<file path="config.mk">
export PLATFORM = sky130hd
export DESIGN_NAME = mem_arbiter
export DESIGN_NICKNAME = d
export VERILOG_FILES = /design/src/rtl/mem_arbiter_pkg.sv /design/src/rtl/mem_arbiter_rr.sv /design/src/rtl/mem_arbiter.sv
export SDC_FILE = /design/constraint.sdc
export NUM_CORES = 1
export LEC_CHECK = 0
export CAP_MARGIN = 40
export CORE_MARGIN = 5
export CORE_UTILIZATION = 35
export CTS_CLUSTER_DIAMETER = 80
export CTS_CLUSTER_SIZE = 24
export DETAILED_ROUTE_END_ITERATION = 7
export PLACE_DENSITY = 0.78
export SETUP_SLACK_MARGIN = 0.05
export SKIP_CTS_REPAIR_TIMING = 1
export SLEW_MARGIN = 20
export SYNTH_ARGS = -nofsm -noshare
export SYNTH_HDL_FRONTEND = slang
export SYNTH_HIERARCHICAL = 1
export SYNTH_SLANG_ARGS = --single-unit
</file>
<file path="constraint.sdc">
create_clock -name clk -period 1.9 [get_ports clk]
set_clock_uncertainty 0.2 [all_clocks]
set_input_delay 0.38 -clock clk [delete_from_list [all_inputs] [get_ports clk]]
set_output_delay 0.38 -clock clk [all_outputs]
set_load 0.01 [all_outputs]
</file>
<file path="src/rtl/mem_arbiter_pkg.sv">
// Shared definitions for the unified-memory arbiter: FSM state encoding,
// grant ids and default region widths used by the SRAM and bridge instances.
package mem_arbiter_pkg;

    localparam int DEF_SRAM_AW = 12;
    localparam int DEF_EXT_AW  = 27;
    localparam int DEF_TIMEOUT = 1023;
    localparam int ADDR_W      = 30;
    localparam int DATA_W      = 32;

    typedef enum logic [2:0] {
        IDLE     = 3'd0,
        SRAM_ACC = 3'd1,
        SRAM_RD  = 3'd2,
        EXT      = 3'd3,
        RESP     = 3'd4
    } state_t;

    localparam logic GNT_IF = 1'b0;
    localparam logic GNT_D  = 1'b1;

    // True when the word address falls inside the on-chip SRAM window.
    function automatic logic in_sram(input logic [ADDR_W-1:0] addr, input int aw);
        return (addr >> aw) == '0;
    endfunction

endpackage

</file>
<file path="src/rtl/mem_arbiter_rr.sv">
// rr_arbiter2: two-way round-robin grant between fetch and data; the pointer
// remembers the last requester served and resets so the first tie goes to data.
module rr_arbiter2
    import mem_arbiter_pkg::*;
(
    input  logic clk,
    input  logic rst,
    input  logic req_if,
    input  logic req_d,
    input  logic update,
    input  logic update_id,
    output logic gnt_valid,
    output logic gnt_id
);

    logic last_q;

    always_ff @(posedge clk) begin
        if (rst) begin
            last_q <= GNT_IF;
        end else if (update) begin
            last_q <= update_id;
        end
    end

    always_comb begin
        gnt_valid = req_if | req_d;
        gnt_id    = GNT_IF;
        if (req_if && req_d) begin
            gnt_id = (last_q == GNT_D) ? GNT_IF : GNT_D;
        end else if (req_d) begin
            gnt_id = GNT_D;
        end
    end

endmodule

</file>
<file path="src/rtl/mem_arbiter.sv">
// Single-port sequencer sharing unified memory between fetch and load/store,
// routing to on-chip SRAM or the LPDDR2 bridge. MEM_TIMEOUT_EN adds a bridge timeout.
module mem_arbiter
    import mem_arbiter_pkg::*;
#(
    parameter int SRAM_AW = DEF_SRAM_AW,
    parameter int EXT_AW  = DEF_EXT_AW,
    parameter int TIMEOUT = DEF_TIMEOUT
) (
    input  logic               clk,
    input  logic               rst,
    input  logic               if_req,
    input  logic [29:0]        if_addr,
    output logic [31:0]        if_rdata,
    output logic               if_ack,
    input  logic               d_req,
    input  logic               d_we,
    input  logic [29:0]        d_addr,
    input  logic [31:0]        d_wdata,
    output logic [31:0]        d_rdata,
    output logic               d_ack,
    output logic [SRAM_AW-1:0] sram_address,
    output logic [31:0]        sram_data,
    output logic               sram_wren,
    input  logic [31:0]        sram_q,
    output logic [EXT_AW-1:0]  ext_address,
    output logic [31:0]        ext_write_data,
    output logic               ext_read_req,
    output logic               ext_write_req,
    input  logic [31:0]        ext_read_data,
    input  logic               ext_ready,
    output logic               bus_err,
    output state_t             dbg_state
);

    // Handshake: a requester holds req/addr/we/wdata stable until its one-cycle
    // ack; the bridge holds nothing, we keep ext_*_req high until ext_ready.
    localparam logic [EXT_AW-1:0] EXT_BASE = EXT_AW'(2**SRAM_AW);

    state_t              state_q, state_d;
    logic [EXT_AW-1:0]   addr_q;
    logic                we_q;
    logic [31:0]         wdata_q;
    logic                gnt_q;
    logic [31:0]         if_rdata_q, d_rdata_q;
    logic                gnt_valid, gnt_id;
    logic [29:0]         sel_addr;
    logic                load, capture, timeout_hit;
    logic [31:0]         cap_data;

    rr_arbiter2 u_rr (
        .clk       (clk),
        .rst       (rst),
        .req_if    (if_req),
        .req_d     (d_req),
        .update    (state_q == RESP),
        .update_id (gnt_q),
        .gnt_valid (gnt_valid),
        .gnt_id    (gnt_id)
    );

    assign sel_addr = (gnt_id == GNT_D) ? d_addr : if_addr;

    always_comb begin
        state_d  = state_q;
        load     = 1'b0;
        capture  = 1'b0;
        cap_data = '0;
        case (state_q)
            IDLE: begin
                if (gnt_valid) begin
                    load    = 1'b1;
                    state_d = in_sram(sel_addr, SRAM_AW) ? SRAM_ACC : EXT;
                end
            end
            SRAM_ACC: state_d = SRAM_RD;
            SRAM_RD: begin
                capture  = 1'b1;
                cap_data = sram_q;
                state_d  = RESP;
            end
            EXT: begin
                if (ext_ready) begin
                    capture  = 1'b1;
                    cap_data = we_q ? 32'h0 : ext_read_data;
                    state_d  = RESP;
                end else if (timeout_hit) begin
                    capture = 1'b1;
                    state_d = RESP;
                end
            end
            RESP:    state_d = IDLE;
            default: state_d = IDLE;
        endcase
    end

    always_ff @(posedge clk) begin
        if (rst) begin
            state_q    <= IDLE;
            addr_q     <= '0;
            we_q       <= 1'b0;
            wdata_q    <= '0;
            gnt_q      <= GNT_IF;
            if_rdata_q <= '0;
            d_rdata_q  <= '0;
        end else begin
            state_q <= state_d;
            if (load) begin
                // Fetches are always reads and carry no write data.
                addr_q  <= sel_addr[EXT_AW-1:0];
                gnt_q   <= gnt_id;
                we_q    <= (gnt_id == GNT_D) && d_we;
                wdata_q <= (gnt_id == GNT_D) ? d_wdata : '0;
            end
            if (capture) begin
                if (gnt_q == GNT_D) begin
                    d_rdata_q <= cap_data;
                end else begin
                    if_rdata_q <= cap_data;
                end
            end
        end
    end

`ifdef MEM_TIMEOUT_EN
    localparam int CW = $clog2(TIMEOUT + 1);
    logic [CW-1:0] to_cnt_q;
    logic          err_q;

    assign timeout_hit = (state_q == EXT) && !ext_ready && (to_cnt_q == CW'(TIMEOUT - 1));

    always_ff @(posedge clk) begin
        if (rst) begin
            to_cnt_q <= '0;
            err_q    <= 1'b0;
        end else begin
            to_cnt_q <= (state_q == EXT) ? to_cnt_q + 1'b1 : '0;
            if (state_q == IDLE) begin
                err_q <= 1'b0;
            end else if (timeout_hit) begin
                err_q <= 1'b1;
            end
        end
    end

    assign bus_err = (state_q == RESP) && err_q;
`else
    logic unused_timeout;
    assign unused_timeout = (TIMEOUT != 0);
    assign timeout_hit    = 1'b0;
    assign bus_err        = 1'b0;
`endif

    assign sram_address   = (state_q == SRAM_ACC || state_q == SRAM_RD) ? addr_q[SRAM_AW-1:0] : '0;
    assign sram_wren      = (state_q == SRAM_ACC) && we_q;
    assign sram_data      = (state_q == SRAM_ACC) ? wdata_q : '0;

    // Upper-region offset wraps modulo 2**EXT_AW by construction of the width.
    assign ext_address    = (state_q == EXT) ? (addr_q - EXT_BASE) : '0;
    assign ext_read_req   = (state_q == EXT) && !we_q;
    assign ext_write_req  = (state_q == EXT) && we_q;
    assign ext_write_data = (state_q == EXT && we_q) ? wdata_q : '0;

    assign if_ack    = (state_q == RESP) && (gnt_q == GNT_IF);
    assign d_ack     = (state_q == RESP) && (gnt_q == GNT_D);
    assign if_rdata  = if_rdata_q;
    assign d_rdata   = d_rdata_q;
    assign dbg_state = state_q;

endmodule
</file>
; After elaboration in Yosys (flattened, before gate mapping)
; Cells that the tools add are included.
[op_classes]
addsub = 1
n_eq_ne = 6
mux = 20
bitwise = 2
reduce_logical = 14
[op_table]
columns = op, count
row1 = 2-to-1 mux 32 bit, 5
row2 = one-hot mux 32 bit (2 select lines), 1
row3 = zero test 30 bit, 1
row4 = 2-to-1 mux 30 bit, 1
row5 = 2-to-1 mux 27 bit, 1
row6 = subtractor 27 x 13 -> 27 bit (second input constant), 1
row7 = 2-to-1 mux 12 bit, 1
row8 = one-hot mux 3 bit (4 select lines), 1
row9 = logical AND 1 bit, 7
row10 = equality test 3 x 2 -> 1 bit (second input constant), 2
row11 = 2-to-1 mux 1 bit, 6
row12 = 2-to-1 mux 3 bit, 2
row13 = AND reduction 2 bit, 3
row14 = inequality test 2 bit (second input constant), 2
row15 = equality test 3 x 1 -> 1 bit (second input constant), 1
row16 = equality test 3 bit (second input constant), 1
row17 = zero test 3 bit, 1
row18 = 2-to-1 mux 2 bit, 1
row19 = one-hot mux 1 bit (2 select lines), 1
row20 = zero test 1 bit, 1
row21 = logical OR 1 bit, 1
row22 = inverter 1 bit, 1
row23 = OR 1 bit, 1
[totals]
reg_bits = 129
input_bits = 162
out_inout_bits = 176

; Logic depth before layout (Yosys ltp)
[logic_depth]
word_depth = 7
ltp_mapped = 7
depth_no_buf = 6

; By module
; Netlist, hierarchy kept.
[by_module_without_submodules]
columns = mod, n_inst, cells_each, area_each_um2, seq_area_each_um2
row1 = mem_arbiter, 1, 771, 6271.0, 2562.5
row2 = rr_arbiter2, 1, 5, 47.5, 20.0

; Least setup slack after synthesis
; No wires, ideal clock.
[synth_path]
path_kind = register to output
from = register addr_q[12]
to = output ext_address[18]
arrival_ns = 1.634
slack_ns = -0.314
path_stages_with_launch = 7
n_path_buf = 1
cell_sequence = dfxtp_1 inv_1 ha_1 or4b_1 buf_2 or2_2 a21oi_1
[synth_between]
elab_chain_len = 2
[synth_rtl]
columns = item, line_no
row1 = from (decl), mem_arbiter.sv:41  ; logic [EXT_AW-1:0] addr_q;
row2 = from (signal assigned), mem_arbiter.sv:110  ; addr_q <= sel_addr[EXT_AW-1:0];
row3 = subtractor 27 x 13 -> 27 bit, mem_arbiter.sv:159  ; assign ext_address = (state_q == EXT) ? (addr_q - EXT_BASE) : '0;
row4 = 2-to-1 mux 27 bit, mem_arbiter.sv:159
row5 = to (decl), mem_arbiter.sv:26  ; output logic [EXT_AW-1:0] ext_address,
; No other way between the ends.

; Worst setup path after layout
[layout_path]
from = register addr_q[13]
to = output ext_address[22]
; Same word-level chain as after synthesis.

==> results.md <==
- Slew headroom: 0.6329
- VDD IR max: 729.3 uV
- Core box area: 17840 sq um
- Antenna viol nets, final: 0
- Synth Cell Area: 6319 sq um
- DRT Pass-1 Iters: 7
- Largest net degree at the start of global routing: 73
- RSZ-0062 raised after global routing: true
- CTS Buffer Depth: 2
- Initial Util: 0.3542
- Starting DRC count in detailed routing: 405
- Rows: 49
- Yosys cell types: 39
- Sequential area share after synthesis: 0.4087
- WL final: 32.03 mm
- F_max: 364.4 MHz
- # nets final: 1373
- Placer Congestion: 0.9111
- Placed Area: 10410 sq um
- Least-Margin Pin Slew: 550.6 ps
- Max Cap Viol: 0
- Grt ovf: 0
- Remaining DRCs: 0
- Fin worst setup slack: -844.5 ps
- CTS Buf Count: 17
- Mapped Avg Cell Area: 8.142 sq um
- Crit share post-route: 1.444
- Hold Worst Slack: 279.5 ps
- Clk slew on worst S/H paths: 60 ps
- WL per Instance: 22.06 um
- Antenna violations before repair: 0
- Hold WC Path Type: register to register
- Setup TNS: -50860 ps
- Cell Pwr Density: 831.7 nW/um^2
- I/O pin count: 338
- Number of enable flip-flop cells after synthesis: 0
- Crit-path max FO: 6
- Worst path arrival time: 2160 ps
- Flop pwr share: 0.287
- Vias/cell: 5.574
- Most frequent cells in the layout: 160 x clkdlybuf4s50_1, 121 x dfxtp_1, 96 x nor2_1
- Internal power: 7.522 mW
- Switching power of the nets: 3.755 mW
- Ys flop type: dfxtp_1
- Overall Power: 11.28 mW
- GRT Util Overall: 0.2186
- Final Slew Violations: 0
- Die extent in x: 144.4 um
- Vias in the first global route: 6720
- Setup violations, final: 213
- Crit Path Class: register to output port
- Post-route cell area: 13560 sq um
- DR vias: 8093
- Die area: 20840 sq um
- Startpoint Class: register
- Commonest non-fill, non-tap cell in the layout: clkdlybuf4s50_1
- Worst setup EP type: output port
- Mapped Nets: 939
- Post-Place Setup Slack: -680.4 ps
- Comb power frac: 0.400
- Synth warn: 6
- Placed Cells: 1331
- Status: finished, violations left
- PortBufs: 336
- Failing checks: setup timing
- Final Hold Vio Count: 0
- Final Core Density: 0.7600
- Root Driver: clkbuf_16
- Worst skew pair latency: 410 ps
- Fin crit period: 2745 ps
- Share of layout cells above drive strength 1: 0.4538
- Number of synthesized register bits: 129
- Switching Share: 0.3330
- Clock H-tree levels: 4
- CP required: 1320 ps
- Antenna cells: 0
- HPWL after detailed placement: 18.06 mm
- Die H: 144.4 um
- CTS tree: built
- Clk sinks: 129
- Fin cells: 1452
- Clock power share: 0.313
- Pleak: 6.606 nW
- Fraction of registers with async set/reset: 0
- First-pass GRT wire length: 36.23 mm
- Area Growth Syn to Fin: 114.6%
- Cells after synthesis: 776
[metal layers]
| layer | track usage | routed length, um | vias to the layer above |
|---|---|---|---|
| met5 | 0 | 0 | - |
| met2 | 0.3633 | 16590 | 394 |
| li1 | - | - | 3689 |
| met4 | 0.08591 | 1400 | 0 |
| met1 | 0.2632 | 11460 | 3905 |
| met3 | 0.06978 | 2587 | 105 |
[sequential cells by signal, summed over array words and instances, names as in the netlist]
| signal | count |
|---|---|
| wdata_q | 32 |
| dbg_state | 3 |
| addr_q | 27 |
| d_rdata | 32 |
| u_rr/last_q | 1 |
| if_rdata | 32 |
| gnt_q | 1 |
| we_q | 1 |
[power by group through the flow]
stage	sequential (mW)	combinational [mW]	clock (mW)
floorplan	3.33	1.40	0
global placement	3.24	2.93	0
detailed placement	3.26	2.96	0
CTS	3.20	2.98	3.57
global route	3.27	4.74	3.71
finish	3.24	4.51	3.53
[synthesized netlist by cell type, types with 2 or more instances]
cell      instances  share of area
nor3_1           72          0.057
nor2b_1          16          0.016
buf_4             5         0.0059
nand2_1          38          0.023
inv_1             3         0.0018
buf_2            28          0.022
dfxtp_1         129           0.41
or3_1             3         0.0030
a21oi_1          38          0.030
nand2b_1          2         0.0020
xor2_1            4         0.0055
clkbuf_1         43          0.026
and2_1           47          0.047
a211oi_1         30          0.036
nor4_1           10         0.0099
xnor2_1           7         0.0097
nor4b_1           3         0.0042
and3_1           34          0.034
nor2_1          118          0.070
nand4_1           3         0.0030
nand3_1          36          0.029
a221oi_1         58          0.080
mux2i_1          28          0.044
buf_1             2         0.0012
or2_2             2         0.0020
a221oi_2          4         0.0095
[critical path, cell delays in order, from the launching register on]
cell and delay (ps):
dfxtp_2 320, inv_2 70, ha_4 130, or4b_4 540
buf_4 180, nor3_4 140, xnor2_1 90, nor2_1 130
buf_2 150
[area by class of cell]
type	instances	area, sq um
clock buffers	17	425.4
clock inverters	15	205.2
fillers	1128	4282
inverters	3	11.26
multi-input cells	567	4875
flip-flops and latches	129	2595
well taps	229	286.5
repair buffers	492	5161
[cell families (layout without fill, tap and decap cells)]
logic type / Yosys count / after routing / synth area share
flip-flops: 129 / 129 / 0.4087
adder cells (fa/ha/maj): 1 / 1 / 0.001980
AND/OR/NAND/NOR: 393 / 394 / 0.3149
XOR/XNOR: 11 / 11 / 0.01525
multiplexers: 28 / 28 / 0.04436
AO/OA/AOI/OAI: 132 / 132 / 0.1576
buffers and inverters: 81 / 527 / 0.05663
other: 1 / 1 / 0.0005935
[path summary, 6_finish.rpt]
check / startpoint / endpoint / slack (ps) / depth (start not counted)
hold reg to reg: wdata_q[11] / wdata_q[11] / 280 / 2
setup / recovery: addr_q[13] / ext_address[22] / -840 / 8
hold / removal: wdata_q[11] / wdata_q[11] / 280 / 2
setup reg to reg: dbg_state[2] / d_rdata[10] / -240 / 11
Power figures use the tool's default switching activity.
